--- config.mk ---
export PLATFORM = sky130hd
export DESIGN_NAME = raw10_encoder
export DESIGN_NICKNAME = d
export VERILOG_FILES = /design/src/rtl/raw10_pkg.sv /design/src/rtl/raw10_encoder.sv
export SDC_FILE = /design/constraint.sdc
export NUM_CORES = 1
export LEC_CHECK = 0
export ABC_AREA = 1
export BUFFER_PORTS_ARGS = -buffer_cell sky130_fd_sc_hd__clkbuf_2
export CAP_MARGIN = 20
export CORE_MARGIN = 2
export CORE_UTILIZATION = 38
export CTS_CLUSTER_DIAMETER = 100
export DETAILED_ROUTE_END_ITERATION = 16
export PLACE_DENSITY = 0.59
export RECOVER_POWER = 25
export SETUP_SLACK_MARGIN = 0.1
export SLEW_MARGIN = 20
export SYNTH_ARGS = -nofsm -noshare
export SYNTH_HDL_FRONTEND = slang
export SYNTH_SLANG_ARGS = --single-unit
export TNS_END_PERCENT = 30
--- constraint.sdc ---
create_clock -name txbyteclkhs -period 4.8 [get_ports txbyteclkhs]
set_clock_uncertainty 0.2 [all_clocks]
set_input_delay 0.24 -clock txbyteclkhs [delete_from_list [all_inputs] [get_ports txbyteclkhs]]
set_output_delay 0.24 -clock txbyteclkhs [all_outputs]
set_load 0.02 [all_outputs]
--- src/rtl/raw10_pkg.sv ---
// Shared definitions for the RAW10 byte-pair encoder.
//   state_e          : next-word-to-load FSM states W0..W4
//   InDataWidth      : pixel-group width (4 lanes of 16 bits)
//   OutDataWidth     : output byte-pair width
//   PixWidth         : significant bits per pixel lane
//   raw10_lsb_byte() : packs the 2 LSBs of the four pixels, first pixel lowest
//   raw10_pix_msb()  : returns pixel[9:2] of one lane
package raw10_pkg;

  localparam int unsigned InDataWidth  = 64;
  localparam int unsigned OutDataWidth = 16;
  localparam int unsigned PixWidth     = 10;

  typedef enum logic [2:0] {W0, W1, W2, W3, W4} state_e;

  function automatic logic [7:0] raw10_lsb_byte(input logic [InDataWidth-1:0] group);
    return {group[49:48], group[33:32], group[17:16], group[1:0]};
  endfunction

  // lane is 0-based: lane 0 holds the first pixel of the group
  function automatic logic [7:0] raw10_pix_msb(input logic [InDataWidth-1:0] group,
                                               input int unsigned lane);
    return group[16*lane+2 +: 8];
  endfunction

endpackage

--- src/rtl/raw10_encoder.sv ---
// RAW10 encoder: turns pairs of 4-pixel groups (A, B) into five 16-bit words.
//   txbyteclkhs     : byte clock, all state on its rising edge
//   reset_n         : asynchronous active-low reset
//   frame_active    : low flushes the block at the next edge
//   data_in/in_valid/in_ready/last_packet_in : pixel-group input handshake
//   data_out/out_valid/out_ready/last_packet_out : byte-pair output handshake
// The state names the next word to load; the output stage is a single register
// that reloads whenever it is empty or being consumed.
module raw10_encoder
  import raw10_pkg::*;
#(
  parameter int unsigned IN_DATA_WIDTH  = 64,  // only 64 supported
  parameter int unsigned OUT_DATA_WIDTH = 16   // only 16 supported
) (
  input  logic                      txbyteclkhs,
  input  logic                      reset_n,
  input  logic                      frame_active,
  input  logic [IN_DATA_WIDTH-1:0]  data_in,
  input  logic                      in_valid,
  output logic                      in_ready,
  input  logic                      last_packet_in,
  output logic [OUT_DATA_WIDTH-1:0] data_out,
  output logic                      out_valid,
  input  logic                      out_ready,
  output logic                      last_packet_out
);

  state_e                   state;
  logic [IN_DATA_WIDTH-1:0] grp_a;
  logic [IN_DATA_WIDTH-1:0] grp_b;
  logic                     last_a;
  logic                     last_b;
  logic                     load;

  assign load     = ~out_valid | out_ready;
  // reset_n term keeps in_ready low during reset independent of the output stage
  assign in_ready = reset_n & load & frame_active & ((state == W0) | (state == W2));

  always_ff @(posedge txbyteclkhs or negedge reset_n) begin
    if (!reset_n) begin
      state           <= W0;
      out_valid       <= 1'b0;
      data_out        <= '0;
      last_packet_out <= 1'b0;
      grp_a           <= '0;
      grp_b           <= '0;
      last_a          <= 1'b0;
      last_b          <= 1'b0;
    end else if (!frame_active) begin
      // Flush wins over any concurrent input handshake; a partial pair is dropped.
      state           <= W0;
      out_valid       <= 1'b0;
      data_out        <= '0;
      last_packet_out <= 1'b0;
      last_a          <= 1'b0;
      last_b          <= 1'b0;
    end else if (load) begin
      last_packet_out <= 1'b0;
      unique case (state)
        W0: begin
          if (in_valid) begin
            grp_a     <= data_in;
            last_a    <= last_packet_in;
            data_out  <= {raw10_pix_msb(data_in, 0), raw10_pix_msb(data_in, 1)};
            out_valid <= 1'b1;
            state     <= W1;
          end else begin
            out_valid <= 1'b0;
          end
        end
        W1: begin
          data_out  <= {raw10_pix_msb(grp_a, 2), raw10_pix_msb(grp_a, 3)};
          out_valid <= 1'b1;
          state     <= W2;
        end
        W2: begin
          if (in_valid) begin
            grp_b     <= data_in;
            last_b    <= last_packet_in;
            data_out  <= {raw10_lsb_byte(grp_a), raw10_pix_msb(data_in, 0)};
            out_valid <= 1'b1;
            state     <= W3;
          end else begin
            out_valid <= 1'b0;
          end
        end
        W3: begin
          data_out  <= {raw10_pix_msb(grp_b, 1), raw10_pix_msb(grp_b, 2)};
          out_valid <= 1'b1;
          state     <= W4;
        end
        W4: begin
          data_out        <= {raw10_pix_msb(grp_b, 3), raw10_lsb_byte(grp_b)};
          out_valid       <= 1'b1;
          last_packet_out <= last_a | last_b;
          state           <= W0;
        end
        default: begin
          out_valid <= 1'b0;
          state     <= W0;
        end
      endcase
    end
  end

endmodule

* Yosys cells after proc, flatten, opt, wreduce, memory -nomap -nowiden
Index checks and enable logic that the tools add are counted.
W data, S select, Z words.
** Word-level totals
- Bits in registers :: 139
- Output and inout port bits :: 19
** Operators by class
- Equal/unequal tests :: 11
- Bitwise logic cells :: 7
- Multiplexer cells :: 24
- Reductions and logical operators :: 9
** Operators by type and width (number)
- $pmux W16 S5 :: 1
- $mux W16 :: 4
- $mux W1 :: 13
- $mux W3 :: 4
- $pmux W3 S4 :: 1
- $reduce_and A4 Y1 :: 3
- $reduce_and A3 Y1 :: 3
- $ne A2 B1 Y1 const B :: 4
- $eq A3 B2 Y1 const B :: 2
- $ne A3 B3 Y1 const B :: 2
- $ne A6 B1 Y1 const B :: 1
- $and A1 B1 Y1 :: 3
- $eq A3 B1 Y1 const B :: 1
- $eq A3 B3 Y1 const B :: 1
- $logic_not A3 Y1 :: 1
- $or A1 B1 Y1 :: 3
- $reduce_or A3 Y1 :: 1
- $pmux W1 S2 :: 1
- $reduce_or A2 Y1 :: 1
- $not A1 Y1 :: 1

* Logic depth before layout (Yosys ltp)
Gate-level depths: netlist of run 1.
- Word-level depth :: 5
- Depth in mapped cells :: 10
- Mapped depth without buffers :: 8

* Least setup slack after synthesis of run 1
OpenSTA, ideal clock, no wires.
- Kind :: flip-flop to output port
- From :: register state[0]
- To :: output port in_ready
- Arrival time :: 1.242 ns
- Data required time :: 4.360 ns
- Slack :: 3.118 ns
- Stages on the path, launching flop included :: 7
- Path through :: dfrtp_1 buf_6 nor2_4 buf_6 buf_6 nand3_1 nor2_1
** Between the ends
- Longest elaborated chain between the ends :: 3
- Elaborated cells between the ends (all ways) :: 4
** Ends and longest elaborated chain
- start: declaration :: RTL line raw10_encoder.sv:28 : state_e state;
- start signal: assignment :: RTL line raw10_encoder.sv:41 : state <= W0;
- start signal: assignment :: RTL line raw10_encoder.sv:51 : state <= W0;
- start signal: assignment :: RTL line raw10_encoder.sv:66 : state <= W1;
- $eq A3 B2 Y1 / $logic_not A3 Y1 (equally long branches) :: RTL line raw10_encoder.sv:37 : assign in_ready = reset_n & load & frame_active & ((state == W0) | (state == W2));
- $or A1 B1 Y1 * :: RTL line raw10_encoder.sv:37
- $and A1 B1 Y1 * :: RTL line raw10_encoder.sv:37
- end: declaration :: RTL line raw10_encoder.sv:20 : output logic in_ready,
Every way passes the cells marked *; elsewhere a longest branch is shown, timed or not.

* Worst setup path in the final report of run 1
- From :: register state[2]
- To :: register grp_b[19]
** Between the ends
- Longest elaborated chain between the ends :: 2
** Ends and longest elaborated chain
- $eq A3 B2 Y1 :: RTL line raw10_encoder.sv:59 : unique case (state)
- $reduce_and A4 Y1 (no source line)
- end signal: assignment :: RTL line raw10_encoder.sv:78 : grp_b <= data_in;
- end: declaration :: RTL line raw10_encoder.sv:30 : logic [IN_DATA_WIDTH-1:0] grp_b;
Every way passes these cells.
A chain may end at the register's enable or synchronous reset.

==> results of run 1 <==
-- cells in the final DEF, fill, tap and decap left out, drive strengths merged --
cell         count
nand2          164
dfrtp           79
clkbuf          78
o21ai           63
nor2            51
nand3           43
inv             43
nand4           36
dlygate4sd3     35
buf              4
clkinv           2
o31ai            1
bufinv           1
-- power by group --
part	leakage [nW]	internal [W]	switching, W
Sequential	1.01	0.000932	0.000170
Combinational	1.50	0.000288	0.000527
Clock	0.109	0.000282	0.000242
-- routing by layer --
metal  part of all wire  track usage  vias to the layer above
li1                   -            -                     1827
met2               0.44       0.2990                      132
met1               0.48       0.2800                     1720
met3              0.067      0.03586                       15
met5                  0            0                        -
met4              0.015      0.07234                        0
-- worst max-delay path: stages (launching register included) --
cell                      delay (ns)
sky130_fd_sc_hd__dfrtp_1        0.37
sky130_fd_sc_hd__buf_4          0.23
sky130_fd_sc_hd__nor2_4         0.54
sky130_fd_sc_hd__nand2_4        0.12
sky130_fd_sc_hd__inv_2          0.11
sky130_fd_sc_hd__nand3_4        0.61
sky130_fd_sc_hd__nand2_1        0.30
sky130_fd_sc_hd__o21ai_2        0.08
-- cell type report --
cell class,count,area (um2)
Clock buffer,13,168.9
Clock inverter,3,40.04
Fill cell,1097,5808
Inverter,43,163.9
Multi-Input combinational cell,358,1778
Sequential cell,79,1977
Tap cell,140,175.2
Timing Repair Buffer,104,681.9
-- kinds of logic after synthesis --
logic type / share of synthesized area
and+or+nand+nor: 0.3218
buffers and inverters: 0.1050
DFF: 0.4712
AOI/OAI and AO/OA: 0.1020
-- worst max-delay path by stage --
| stage | startpoint | endpoint |
|---|---|---|
| 6_report | state[2] | grp_b[19] |
| 5_1_grt | reset_n | grp_b[22] |
| 4_1_cts | state[2] | grp_b[49] |
| 3_5_place_dp | state[2] | grp_b[49] |
| 3_3_place_gp | state[2] | grp_b[37] |
| 2_1_floorplan | state[0] | in_ready |
-- timing repair --
item                                   CTS  global route
endpoints found under the hold margin   58            79
resized for setup                        0             0
hold buffers                            34             1
-- Yosys cell counts --
| cell type | count |
|---|---|
| sky130_fd_sc_hd__nand2_2 | 1 |
| sky130_fd_sc_hd__nor2_2 | 1 |
| sky130_fd_sc_hd__nor2_1 | 48 |
| sky130_fd_sc_hd__buf_4 | 3 |
| sky130_fd_sc_hd__inv_1 | 37 |
| sky130_fd_sc_hd__nand2_4 | 4 |
| sky130_fd_sc_hd__o21ai_1 | 25 |
| sky130_fd_sc_hd__inv_4 | 1 |
| sky130_fd_sc_hd__nand3_2 | 2 |
| sky130_fd_sc_hd__o31ai_1 | 1 |
| sky130_fd_sc_hd__nand4_4 | 1 |
| sky130_fd_sc_hd__dfrtp_1 | 79 |
| sky130_fd_sc_hd__buf_2 | 11 |
| sky130_fd_sc_hd__nand2_1 | 159 |
| sky130_fd_sc_hd__o21ai_0 | 10 |
| sky130_fd_sc_hd__nor2_8 | 1 |
| sky130_fd_sc_hd__inv_2 | 5 |
| sky130_fd_sc_hd__nand3_1 | 40 |
| sky130_fd_sc_hd__clkbuf_1 | 5 |
| sky130_fd_sc_hd__buf_6 | 16 |
| sky130_fd_sc_hd__o21ai_2 | 28 |
| sky130_fd_sc_hd__nand4_2 | 1 |
| sky130_fd_sc_hd__nand3_4 | 1 |
| sky130_fd_sc_hd__nor2_4 | 1 |
| sky130_fd_sc_hd__nand4_1 | 34 |
-- registers in the layout, indices dropped and copies added, names as in the netlist --
signal	cells
grp_b	32
last_a	1
out_valid	1
state	3
last_b	1
data_out	16
grp_a	24
last_packet_out	1
-- metrics by stage --
stage	power, W	cells	utilization	hold WS (ns)	worst slack [ns]
after floorplan	0.001715	515	-	-0.2556	3.118
after global routing	0.002619	740	0.4619	0.03614	1.777
after global placement	0.001895	689	0.4127	0.2630	2.116
after CTS	0.002466	739	0.4636	0.01473	2.074
after detailed placement	0.001919	689	0.4127	0.2665	2.093
final	0.002442	740	0.4619	0.03236	2.071
==> implementation parameters, run 1 <==
Parameter                              Value

Die
  Total die area    11,900 um2
  Initial Util    0.3887
  Die Ht    109.1 um
  Width of the die    109.1 um
  Boundary Pins    89
  Cell row count    38
  Core region area    10,790 um2

Flow run
  Number of max-cap violations    1

STA
  Total negative slack    0 ns
  Maximum clock frequency    366.4 MHz
  Final worst-path cycle share    0.5686
  Time the final worst path needs with I/O delays and setup    2.729 ns
  Final Max Tran Viols    80
  RSZ-0062 raised after global routing    false
  Worst slew slack as a fraction of its limit    -0.3267
  Final setup violation count    0
  Worst-Margin Slew    1.990 ns
  Final-report hold violation count    0

Clocking
  TritonCTS clock tree    built
  Clock slew seen by the registers of the worst setup and hold paths    0.08 ns
  Clock tree buffer depth    2
  Clock Sink Count    79
  Clock latency on the worst-skew pair    0.35 ns
  Post-CTS repair timing setup buffer count    0
  Clk Tree Root Cell    sky130_fd_sc_hd__clkbuf_8
  TritonCTS buffer count    9
  H-tree depth reported by CTS    3

Route
  Total number of vias    3,694
  Number of routed nets with antenna violations    0
  Residual DRC    0
  Vias per Instance    4.992
  Total Wirelength    10,820 um
  Drt first-iter violations    253
  WL per Instance    14.62 um
  DR pass1 iterations    5

Critical path
  Setup crit end kind    flop
  R2R Path Start    state[2]
  Data required time of the worst path    4.81 ns
  Depth of the most critical reg-to-reg path    7
  Top fanout value on the critical path    64
  Register-to-register setup slack    2.07 ns
  Worst setup path category    flop to flop
  Worst flop-to-flop path endpoint    grp_b[19]
  CP Data Arrival Time    2.74 ns
  Worst Setup Start Kind    flop

GRT
  Via count of the first global-routing pass    3,589
  Maximum number of pins on one net before global-route repair    80
  Overflow after GRT    0
  Global Route Usage Sum    0.1970
  Initial antenna violation count    0
  First-pass GRT wire length    18,190 um

Yosys
  Top cell type by total area after synthesis    sky130_fd_sc_hd__dfrtp_1
  Mean area per synthesized cell    8.146 um2
  Netlist area before placement    4195 um2
  Number of instances in the synthesized netlist    515
  Unique masters post-synth    25
  Share of the synthesized area in the top cell type    0.4712
  Proportion of synthesized chip area in sequential cells    0.4712
  Number of register bits inferred by synthesis    79
  Post-Syn Nets    585
  Leading post-synthesis cells by cell area    sky130_fd_sc_hd__dfrtp_1, sky130_fd_sc_hd__nand2_1, sky130_fd_sc_hd__o21ai_2
  Warnings from Yosys    0

Placement
  Placed instance area    4454 um2
  Gpl congestion    0.7855
  Post-DP HPWL    7040 um
  Port-buffer cells    64

Final layout
  Layout overhead on the synthesized area    18.82%
  Layout cells sized above 1    0.1867
  Nets    665
  Number of antenna repair diodes    0
  Post-route cell area    4985 um2

Outcome
  Result of the run    finished with violations
  Failing checks    capacitance limit, slew limit

Power
  Power density over the cells    489.8 nW/um2
  Max VDD drop    168.8 uV
  Leakage power figure    2.619 nW

Min path
  Hold depth    3
  Hold/Removal Path Class    input port to flop
  Endpoint of the worst hold path    last_a
  Source of the worst hold timing path    in_valid
Note: power is estimated with default switching activity, not from simulation.
==> run 2, diff against run 1 <==
--- a/config.mk
+++ b/config.mk
@@ -5,14 +5,14 @@
 export SDC_FILE = /design/constraint.sdc
 export NUM_CORES = 1
 export LEC_CHECK = 0
-export ABC_AREA = 1
+export ABC_AREA = 0
 export BUFFER_PORTS_ARGS = -buffer_cell sky130_fd_sc_hd__clkbuf_2
 export CAP_MARGIN = 20
 export CORE_MARGIN = 2
 export CORE_UTILIZATION = 38
 export CTS_CLUSTER_DIAMETER = 100
 export DETAILED_ROUTE_END_ITERATION = 16
-export PLACE_DENSITY = 0.59
+export PLACE_DENSITY = 0.6
 export RECOVER_POWER = 25
 export SETUP_SLACK_MARGIN = 0.1
 export SLEW_MARGIN = 20
==> constraint.sdc (replaced) <==
create_clock -name txbyteclkhs -period 2.8 [get_ports txbyteclkhs]
set_clock_uncertainty 0.2 [all_clocks]
set_input_delay 0.14 -clock txbyteclkhs [delete_from_list [all_inputs] [get_ports txbyteclkhs]]
set_output_delay 0.14 -clock txbyteclkhs [all_outputs]
set_load 0.02 [all_outputs]
==> run 2 against run 1 <==
Effect of this change: the flow now finishes without violations; core utilization rose by 3.2 points; area after synthesis decreased by 7.1%; first-iteration DRC count fell by 64%; combinational power decreased by 6.0%; clock power up 62%; setup slack got worse by 1.5 ns; register-to-register slack got worse by 1.5 ns; synthesized cell count fell by 42%; final area down 2.4%; highest routed layer unchanged.
==> implementation parameters, run 2 <==
Parameter                              Value

Die
  Cell row count    36
  Boundary Pins    89
  Die Ht    105.3 um
  Initial Util    0.3952
  Core region area    9864 um2
  Total die area    11,090 um2
  Width of the die    105.3 um

Critical path
  R2R Path Start    state[2]
  Setup crit end kind    flop
  Data required time of the worst path    2.86 ns
  Worst flop-to-flop path endpoint    data_out[9]
  Worst setup path category    flop to flop
  Worst Setup Start Kind    flop
  Top fanout value on the critical path    23
  First element of the critical path    state[2]
  Timing endpoint of the critical path    data_out[9]
  Register-to-register setup slack    0.53 ns
  CP Data Arrival Time    2.33 ns
  Depth of the most critical reg-to-reg path    5

Yosys
  Number of instances in the synthesized netlist    297
  Dominant cell by count in the synthesized netlist    sky130_fd_sc_hd__dfrtp_1
  Post-Syn Nets    367
  Async set-reset flop share out of synthesis    1.000
  Share of the synthesized area in the top cell type    0.5071
  Proportion of synthesized chip area in sequential cells    0.5071
  Number of enable-type register cells in the synthesized netlist    0
  Unique masters post-synth    35
  Top cell type by total area after synthesis    sky130_fd_sc_hd__dfrtp_1
  Number of register bits inferred by synthesis    79
  Mean area per synthesized cell    13.13 um2
  Primary FF master, synth    sky130_fd_sc_hd__dfrtp_1
  Leading post-synthesis cells by cell area    sky130_fd_sc_hd__dfrtp_1, sky130_fd_sc_hd__mux2_2, sky130_fd_sc_hd__mux2i_1
  Netlist area before placement    3899 um2
  Warnings from Yosys    0
  Commonest cells in the netlist    sky130_fd_sc_hd__dfrtp_1, sky130_fd_sc_hd__mux2_2, sky130_fd_sc_hd__mux2i_1

Power
  Leakage power figure    2.162 nW
  Max VDD drop    302.9 uV
  Power density over the cells    658.7 nW/um2

Clocking
  Clock tree buffer depth    2
  TritonCTS clock tree    built
  Post-CTS repair timing setup buffer count    0
  Clock slew seen by the registers of the worst setup and hold paths    0.08 ns
  Clock latency on the worst-skew pair    0.35 ns
  Clk Tree Root Cell    sky130_fd_sc_hd__clkbuf_8
  Clock Sink Count    79
  H-tree depth reported by CTS    3
  TritonCTS buffer count    9

Final layout
  FF/Latch Area    1978 um2
  Largest regs    grp_b x32, grp_a x24, data_out x16
  Most flops, register    grp_b
  Filler Cells Inserted    910
  Commonest non-fill, non-tap cell in the layout    sky130_fd_sc_hd__dfrtp_1
  Number of flip-flops in the largest register    32
  Highest-count cells in the layout ignoring fill and taps    sky130_fd_sc_hd__dfrtp_1, sky130_fd_sc_hd__mux2_2, sky130_fd_sc_hd__clkbuf_2, sky130_fd_sc_hd__dlygate4sd3_1, sky130_fd_sc_hd__mux2i_1
  Layout overhead on the synthesized area    24.84%
  Util after Layout    0.4934
  Footprint of the multi-input gates    1743 um2
  Nets    464
  Number of antenna repair diodes    0
  Layout cells sized above 1    0.3844

STA
  Worst-Margin Slew    0.7362 ns
  Final worst-path cycle share    0.8101
  Final Max Tran Viols    0
  Final-report hold violation count    0
  Worst slew slack as a fraction of its limit    0.5092
  Worst hold slack    0.03880 ns
  Time the final worst path needs with I/O delays and setup    2.268 ns
  Final setup violation count    0
  RSZ-0062 raised after global routing    false
  Maximum clock frequency    440.9 MHz
  Total negative slack    0 ns

Route
  Residual DRC    0
  Total number of vias    2,857
  Drt first-iter violations    90
  DR pass1 iterations    4
  Total Wirelength    9146 um
  Vias per Instance    5.380
  WL per Instance    17.22 um
  Number of routed nets with antenna violations    0

GRT
  Initial antenna violation count    0
  Global Route Usage Sum    0.1765
  Overflow after GRT    0
  Met2 global-route usage    0.2779
  Global routing's busiest layer    met2
  Maximum number of pins on one net before global-route repair    50
  Via count of the first global-routing pass    3,002
  First-pass GRT wire length    15,420 um
  Met1 track demand over resource    0.2422
  GRT met3 Usage    0.04143

Placement
  Gpl congestion    0.7302
  Post-DP HPWL    6070 um
  Port-buffer cells    64

Flow run
  Number of max-cap violations    0

Min path
  Hold/Removal Path Class    input port to flop
  Hold depth    4

Outcome
  Result of the run    completed
## run 2: cell count changes in the layout (fill, tap and decap cells not counted), sizes merged, moves of 8 or more
cell / previous run / this run
o32ai: 0 / 15
o21ai: 63 / 0
nor2: 51 / 4
inv: 43 / 0
nand4: 36 / 2
o2bb2ai: 0 / 16
buf: 4 / 12
mux2: 0 / 71
mux2i: 0 / 18
a211o: 0 / 15
nand2: 164 / 7
nor3: 0 / 17
nand3: 43 / 2
## run 2: area by class of cell
type | count | share of cell area
repair buffers | 112 | 0.1609
flip-flops and latches | 79 | 0.4064
clock buffers | 10 | 0.02828
well taps | 133 | 0.03419
clock inverters | 5 | 0.01208
multi-input cells | 192 | 0.3581
## run 2: power by group
group / internal, W / switching (W)
combinational: 0.000437 / 0.000330
sequential: 0.00143 / 0.000156
clock: 0.000431 / 0.000419
## run 2: layer usage
layer  vias to the layer above  share of wire
li1                       1329              -
met1                      1445           0.46
met2                        75           0.48
met3                         8          0.049
met4                         0          0.012
met5                         -              0
## run 2: cell families after synthesis
family | count (synthesis) | synth area share
simple gates | 46 | 0.06932
compound gates | 57 | 0.1264
mux | 89 | 0.2513
flops | 79 | 0.5071
buf+inv | 26 | 0.04589
## run 2: worst min path at each step
stage	startpoint	end	slack [ns]
after floorplan	reset_n	data_out[0]	-0.36
after global placement	reset_n	last_packet_out	-0.1
after detailed placement	reset_n	last_packet_out	-0.1
after CTS	data_in[4]	data_out[10]	0.02
after global routing	data_in[4]	data_out[10]	0.04
final	data_in[4]	data_out[10]	0.04
## run 2: metrics by stage
stage / setup slack, ns / cell area (um2) / instances / total power, W
2_1_floorplan: 0.8947 / 3899 / 297 / 0.002127
5_1_grt: 0.3222 / 4867 / 531 / 0.003404
3_5_place_dp: 0.5006 / 4318 / 479 / 0.002353
3_3_place_gp: 0.5568 / 4318 / 479 / 0.002318
4_1_cts: 0.4933 / 4885 / 531 / 0.003253
6_report: 0.5319 / 4867 / 531 / 0.003206
## run 2: timing repair
| item | CTS | global route |
|---|---|---|
| endpoints found under the hold margin | 91 | 0 |
| hold buffers | 37 | 0 |
| gates resized for setup | 0 | 0 |
## run 2: worst max-delay path, stage by stage (launching register included)
cell and delay (ns):
sky130_fd_sc_hd__dfrtp_2 0.59, sky130_fd_sc_hd__nor3_1 0.39, sky130_fd_sc_hd__a211oi_2 0.10, sky130_fd_sc_hd__nor2b_1 0.49, sky130_fd_sc_hd__buf_4 0.29, sky130_fd_sc_hd__o2bb2ai_1 0.13
